--- config.mk ---
export PLATFORM = sky130hd
export DESIGN_NAME = seq_alu_param_flat
export DESIGN_NICKNAME = d
export VERILOG_FILES = /design/src/rtl/seq_alu_pkg.sv /design/src/rtl/seq_alu_param_if.sv /design/src/rtl/seq_alu_core.sv /design/src/rtl/seq_alu_param.sv /design/src/flat_wrapper.sv
export SDC_FILE = /design/constraint.sdc
export NUM_CORES = 1
export LEC_CHECK = 0
export ABC_AREA = 1
export CORE_ASPECT_RATIO = 0.5
export CORE_UTILIZATION = 38
export DETAILED_ROUTE_END_ITERATION = 6
export SETUP_SLACK_MARGIN = 0.5
export SLEW_MARGIN = 0
export SYNTH_ARGS = -nofsm -noshare
export SYNTH_HDL_FRONTEND = slang
export SYNTH_HIERARCHICAL = 1
export SYNTH_SLANG_ARGS = --single-unit
--- constraint.sdc ---
create_clock -name clock -period 2.9 [get_ports clock]
set_clock_uncertainty 0.05 [all_clocks]
set_input_delay 0.58 -clock clock [delete_from_list [all_inputs] [get_ports clock]]
set_output_delay 0.58 -clock clock [all_outputs]
set_load 0.005 [all_outputs]
--- src/rtl/seq_alu_pkg.sv ---
// Shared constants for the sequential ALU: opcode values, FSM states and the
// default opcode field width.
package seq_alu_pkg;

    localparam int unsigned OPW_DEFAULT = 4;

    localparam int unsigned OP_ADD   = 0;
    localparam int unsigned OP_SUB   = 1;
    localparam int unsigned OP_AND   = 2;
    localparam int unsigned OP_OR    = 3;
    localparam int unsigned OP_XOR   = 4;
    localparam int unsigned OP_SHL   = 5;
    localparam int unsigned OP_SHR   = 6;
    localparam int unsigned OP_PASSA = 7;

    typedef enum logic [2:0] {
        S_OP,
        S_A,
        S_B,
        S_EXEC,
        S_DONE
    } state_t;

endpackage

--- src/rtl/seq_alu_param_if.sv ---
// Word-serial operand stream and registered result handshake of seq_alu_param.
// carry/zero exist only when SEQ_ALU_FLAGS_EN is defined.
interface seq_alu_param_if #(
    parameter int unsigned WIDTH = 8
);
    logic [WIDTH-1:0] alu_in;
    logic             in_valid;
    logic             in_ready;
    logic [WIDTH-1:0] alu_out;
    logic             out_valid;
    logic             out_ready;
    logic             err;
`ifdef SEQ_ALU_FLAGS_EN
    logic             carry;
    logic             zero;
`endif

    modport master (
        output alu_in, in_valid, out_ready,
`ifdef SEQ_ALU_FLAGS_EN
        input  carry, zero,
`endif
        input  in_ready, alu_out, out_valid, err
    );

    modport slave (
        input  alu_in, in_valid, out_ready,
`ifdef SEQ_ALU_FLAGS_EN
        output carry, zero,
`endif
        output in_ready, alu_out, out_valid, err
    );

endinterface

--- src/rtl/seq_alu_core.sv ---
// Combinational ALU datapath: opcode, A, B -> result, err (and carry when
// SEQ_ALU_FLAGS_EN is defined).
module seq_alu_core
    import seq_alu_pkg::*;
#(
    parameter int unsigned WIDTH = 8,
    parameter int unsigned OPW   = OPW_DEFAULT
) (
    input  logic [OPW-1:0]   op,
    input  logic [WIDTH-1:0] a,
    input  logic [WIDTH-1:0] b,
    output logic [WIDTH-1:0] result,
`ifdef SEQ_ALU_FLAGS_EN
    output logic             carry,
`endif
    output logic             err
);
    localparam int unsigned SHW = $clog2(WIDTH);

    logic [31:0]    op_ext;
    logic [SHW-1:0] sh;

    assign op_ext = 32'(op);
    assign sh     = b[SHW-1:0];

    always_comb begin
        result = '0;
        err    = 1'b0;
        case (op_ext)
            OP_ADD:   result = a + b;
            OP_SUB:   result = a - b;
            OP_AND:   result = a & b;
            OP_OR:    result = a | b;
            OP_XOR:   result = a ^ b;
            OP_SHL:   result = a << sh;
            OP_SHR:   result = a >> sh;
            OP_PASSA: result = a;
            default:  err    = 1'b1;
        endcase
    end

`ifdef SEQ_ALU_FLAGS_EN
    localparam logic [WIDTH-1:0] ONE = WIDTH'(1);

    logic [31:0] shn;
    assign shn = 32'(sh);

    // A zero shift moves the probe bit out of range, so no bit is reported.
    always_comb begin
        carry = 1'b0;
        case (op_ext)
            OP_ADD:  carry = (result < a);
            OP_SUB:  carry = (a < b);
            OP_SHL:  carry = |(a & (ONE << (WIDTH - shn)));
            OP_SHR:  carry = (shn != 32'd0) && |(a & (ONE << (shn - 32'd1)));
            default: carry = 1'b0;
        endcase
    end
`endif

endmodule

--- src/rtl/seq_alu_param.sv ---
// Sequential ALU taking opcode, A and B as successive words and returning a
// registered result; carry/zero flags are built only with SEQ_ALU_FLAGS_EN.
module seq_alu_param
    import seq_alu_pkg::*;
#(
    parameter int unsigned WIDTH = 8,
    parameter int unsigned OPW   = OPW_DEFAULT
) (
    input logic            clock,
    input logic            reset,
    seq_alu_param_if.slave bus
);
    state_t state, state_nxt;

    logic [OPW-1:0]   opcode_q;
    logic [WIDTH-1:0] a_q, b_q, res_q;
    logic             err_q;
    logic             accept, in_ready_c, out_valid_c;
    logic [WIDTH-1:0] core_res;
    logic             core_err;
`ifdef SEQ_ALU_FLAGS_EN
    logic             carry_q, zero_q, core_carry;
`endif

    always_comb begin
        state_nxt   = state;
        in_ready_c  = 1'b0;
        out_valid_c = 1'b0;
        case (state)
            S_OP: begin
                in_ready_c = 1'b1;
                if (bus.in_valid) state_nxt = S_A;
            end
            S_A: begin
                in_ready_c = 1'b1;
                if (bus.in_valid) state_nxt = S_B;
            end
            S_B: begin
                in_ready_c = 1'b1;
                if (bus.in_valid) state_nxt = S_EXEC;
            end
            S_EXEC: state_nxt = S_DONE;
            S_DONE: begin
                out_valid_c = 1'b1;
                if (bus.out_ready) state_nxt = S_OP;
            end
            default: state_nxt = S_OP;
        endcase
    end

    assign accept = in_ready_c & bus.in_valid;

    always_ff @(posedge clock or negedge reset) begin
        if (!reset) state <= S_OP;
        else        state <= state_nxt;
    end

    always_ff @(posedge clock or negedge reset) begin
        if (!reset) begin
            opcode_q <= '0;
            a_q      <= '0;
            b_q      <= '0;
            res_q    <= '0;
            err_q    <= 1'b0;
`ifdef SEQ_ALU_FLAGS_EN
            carry_q  <= 1'b0;
            zero_q   <= 1'b0;
`endif
        end else begin
            if (accept) begin
                case (state)
                    S_OP:    opcode_q <= bus.alu_in[OPW-1:0];
                    S_A:     a_q      <= bus.alu_in;
                    S_B:     b_q      <= bus.alu_in;
                    default: ;
                endcase
            end
            // Result and flags change only on the single execute edge.
            if (state == S_EXEC) begin
                res_q   <= core_res;
                err_q   <= core_err;
`ifdef SEQ_ALU_FLAGS_EN
                carry_q <= core_carry;
                zero_q  <= (core_res == '0);
`endif
            end
        end
    end

    seq_alu_core #(
        .WIDTH (WIDTH),
        .OPW   (OPW)
    ) u_core (
        .op     (opcode_q),
        .a      (a_q),
        .b      (b_q),
        .result (core_res),
`ifdef SEQ_ALU_FLAGS_EN
        .carry  (core_carry),
`endif
        .err    (core_err)
    );

    assign bus.in_ready  = in_ready_c;
    assign bus.out_valid = out_valid_c;
    assign bus.alu_out   = res_q;
    assign bus.err       = err_q;
`ifdef SEQ_ALU_FLAGS_EN
    assign bus.carry     = carry_q;
    assign bus.zero      = zero_q;
`endif

endmodule

--- src/flat_wrapper.sv ---
// flat-port wrapper written by rule: the top's interface ports become plain ports
module seq_alu_param_flat import seq_alu_pkg::*;
#(
    parameter int unsigned WIDTH = 8,
    parameter int unsigned OPW   = OPW_DEFAULT
)
  (clock, reset, bus_alu_in, bus_in_valid, bus_out_ready, bus_in_ready, bus_alu_out, bus_out_valid, bus_err);
  seq_alu_param_if #(.WIDTH(WIDTH)) bus_i ();
  input logic clock;
  input logic reset;
  input wire logic [$bits(bus_i.alu_in)-1:0] bus_alu_in;
  input wire logic [$bits(bus_i.in_valid)-1:0] bus_in_valid;
  input wire logic [$bits(bus_i.out_ready)-1:0] bus_out_ready;
  output wire logic [$bits(bus_i.in_ready)-1:0] bus_in_ready;
  output wire logic [$bits(bus_i.alu_out)-1:0] bus_alu_out;
  output wire logic [$bits(bus_i.out_valid)-1:0] bus_out_valid;
  output wire logic [$bits(bus_i.err)-1:0] bus_err;
  assign bus_i.alu_in = bus_alu_in;
  assign bus_i.in_valid = bus_in_valid;
  assign bus_i.out_ready = bus_out_ready;
  assign bus_in_ready = bus_i.in_ready;
  assign bus_alu_out = bus_i.alu_out;
  assign bus_out_valid = bus_i.out_valid;
  assign bus_err = bus_i.err;
  seq_alu_param #(.WIDTH(WIDTH), .OPW(OPW)) u_core (.clock(clock), .reset(reset), .bus(bus_i));
endmodule
==> impl_metrics.json <==
{
  "yosys_warnings": 6,
  "slowest_stage": "dfrtp_2",
  "yosys.area.top_type": "dfrtp_1",
  "path_cells": "buf_6, nor3_4, buf_4, a21oi_2, xor2_1, ha_1, nand2_1, or2_4, nand4_1, nand3_1, nand2_1, nand3_1, nand2_1",
  "ys_types": 36,
  "clk_latency_ps": 270,
  "finalSetupViolCount": 0,
  "fin_crit_ps": 2410,
  "dp_hpwl_um": 6830,
  "root_buffer": "clkbuf_16",
  "fp.dieW_um": 127,
  "stdcell_area_mm2": 0.00371,
  "synth.avg_cell_area_um2": 6.80,
  "grt_usage": 0.235,
  "first_global_vias": 2790,
  "ant_nets": 0,
  "clock.fmax_mhz": 415,
  "finalCritPeriodShare": 0.831,
  "crit_fanout": 13,
  "antenna_found_initial": 0,
  "grt_max_degree": 33,
  "worstSetupEndpointType": "flop",
  "grt_pass1_wl_um": 14700,
  "max_stage_delay_ps": 440,
  "cp-start-kind": "flop",
  "rsz0062_at_grt": "true",
  "syn-num-nets": 475,
  "p_leak_nw": 1.90,
  "drive_above_1_share": 0.197,
  "worstRegToRegCells": 13,
  "yosysMostFrequentCell": "nand2_1",
  "via_count": 2937,
  "slew_viol_final": 0,
  "worstMarginPinSlew_ps": 655,
  "tns_ps": 0,
  "crit_top_cell": "nand2_1",
  "final_hold_viol_count": 0,
  "status": "completed",
  "drt_iter0_markers": 315,
  "path_class": "reg2reg",
  "avgRoutedWirePerCell_um": 15.1,
  "vdd_drop_max_mv": 0.699,
  "rows": 22,
  "die-height_um": 64.5,
  "synth_ff_type": "dfrtp_1",
  "nets": 519,
  "fill_cells": 753,
  "synth_top_cell_area_share": 0.269,
  "diodes": 0,
  "core_mm2": 0.00746,
  "drtPass1Iterations": 5,
  "syn_area_mm2": 0.00297,
  "port-buffer-count": 22,
  "pwr_density_cell_mw_per_mm2": 1350,
  "syn_inst": 437,
  "syn_to_final_growth_pct": 24.8,
  "r2r_start": "u_core/b_q[2]",
  "routabilityCongestion": 0.981,
  "cts_buffers": 5,
  "cts_tree": "yes",
  "synth.area.top_cells": "dfrtp_1 27%, nand2_1 18%, ha_1 11%",
  "grt_overflow_total": 0,
  "h-tree-depth": 2,
  "crit_start": "u_core/b_q[2]",
  "wl_um": 8910,
  "rr_endpoint": "u_core/bus.alu_out[5]",
  "io-pin-count": 23,
  "cp.arrival_ps": 2570,
  "cts_buffer_depth": 2,
  "maxCapViolCount": 0,
  "synth_seq_cells": 32,
  "critPathRequiredTime_ps": 3060,
  "min_from": "u_core/bus.err",
  "dpl_cell_area_mm2": 0.00336,
  "post-route-drc-count": 0,
  "async_flop_share": 1.00,
  "synth_edf_count": 0,
  "relSlewSlack": 0.560,
  "whs_path_depth": 2,
  "r2r_slack_ps": 490,
  "clkTransAtPathRegs_ps": 50,
  "seq_area_frac_synth": 0.269,
  "hold_class": "reg2reg",
  "yosys-top-cells-count": "141 x nand2_1, 56 x inv_1, 35 x nand3_1, 32 x dfrtp_1, 30 x nor2_1",
  "hold_end": "u_core/bus.err",
  "start_util": 0.399,
  "cts.sinks": 32,
  "drt-vias-per-instance": 4.98,
  "die-area_mm2": 0.00820
}
-- registers in the layout, indices dropped and copies added, names as in the netlist --
name,cells
u_core/state,3
u_core/opcode_q,4
u_core/bus.err,1
u_core/bus.alu_out,8
u_core/a_q,8
u_core/b_q,8
-- cell families (layout without fill, tap and decap cells) --
family | after synthesis | count (layout) | synth area share
adders and majority gates | 26 | 26 | 0.112
and+or+nand+nor | 242 | 242 | 0.361
xor gates and xnor gates | 7 | 7 | 0.0206
buffers and inverters | 69 | 114 | 0.102
AOI/OAI and AO/OA | 61 | 61 | 0.135
DFF | 32 | 32 | 0.269
-- where the power goes --
group,switching (mW),internal [mW]
Clock,0.184,0.403
Sequential,0.307,0.645
Combinational,2.06,1.40
Total,2.55,2.45
-- cell usage in the layout, fill, tap and decap left out, drive strengths merged, types with 2 or more instances in the layout --
master / instances
clkbuf: 6
nand3: 36
nor3: 4
dfrtp: 32
clkdlybuf4s50: 22
xor2: 6
o21ai: 35
ha: 25
o21a: 2
a21oi: 14
o211ai: 6
nand2: 148
or2: 3
nand4: 8
inv: 59
a21boi: 2
nor2: 39
buf: 25
-- worst max-delay path: cells and delay by family (launching register included) --
kind | cells | cell delay [ps]
buffers and inverters | 2 | 310
AO/OA/AOI/OAI | 1 | 30
adder cells (fa/ha/maj) | 1 | 340
AND/OR/NAND/NOR | 8 | 1020
XOR/XNOR | 1 | 160
flip-flops | 1 | 440
-- through the flow --
| step | std cells | utilization | power (mW) | setup slack (ps) | hold slack [ps] |
|---|---|---|---|---|---|
| floorplan | 437 | - | 3.05 | 516 | 234 |
| global placement | 569 | 0.450 | 3.95 | 237 | 406 |
| detailed placement | 569 | 0.450 | 3.93 | 252 | 415 |
| CTS | 583 | 0.482 | 4.71 | 517 | 428 |
| global route | 590 | 0.497 | 5.48 | 335 | 446 |
| finish | 590 | 0.497 | 5.00 | 490 | 420 |
-- how the worst max path moves through the flow --
stage	to	slack [ps]	cells after the start
after detailed placement	u_core/bus.alu_out[6]	250	16
after global placement	u_core/bus.alu_out[6]	240	16
final	u_core/bus.alu_out[5]	490	13
after CTS	u_core/bus.alu_out[5]	520	15
after global routing	u_core/bus.alu_out[7]	340	17
after floorplan	u_core/bus.alu_out[5]	520	17
-- metal layers --
| metal | vias up | share of wire | wire length [µm] | track usage |
|---|---|---|---|---|
| met3 | 4 | 0.070 | 620 | 0.0537 |
| met2 | 98 | 0.40 | 3580 | 0.335 |
| li1 | 1487 | - | - | - |
| met5 | - | 0 | 0 | 0 |
| met1 | 1348 | 0.52 | 4660 | 0.351 |
| met4 | 0 | 0.0061 | 54 | 0.0580 |
-- timing repair --
item / 4_1_cts / 5_1_grt
hold endpoints to repair: 0 / 0
pin swaps: 9 / 11
buffers inserted: 6 / 7
resized for setup: 10 / 21
hold buffers: 0 / 0
setup endpoints to repair: 4 / 7
-- layout make-up --
class / instances / area, µm² / area share
Multi-Input combinational cell: 336 / 1960 / 0.529
Sequential cell: 32 / 805 / 0.217
Timing Repair Buffer: 47 / 415 / 0.112
Inverter: 59 / 229 / 0.0617
Tap cell: 108 / 135 / 0.0364
Clock buffer: 6 / 129 / 0.0347
Clock inverter: 2 / 35.0 / 0.00944
Power figures use the tool's default switching activity.
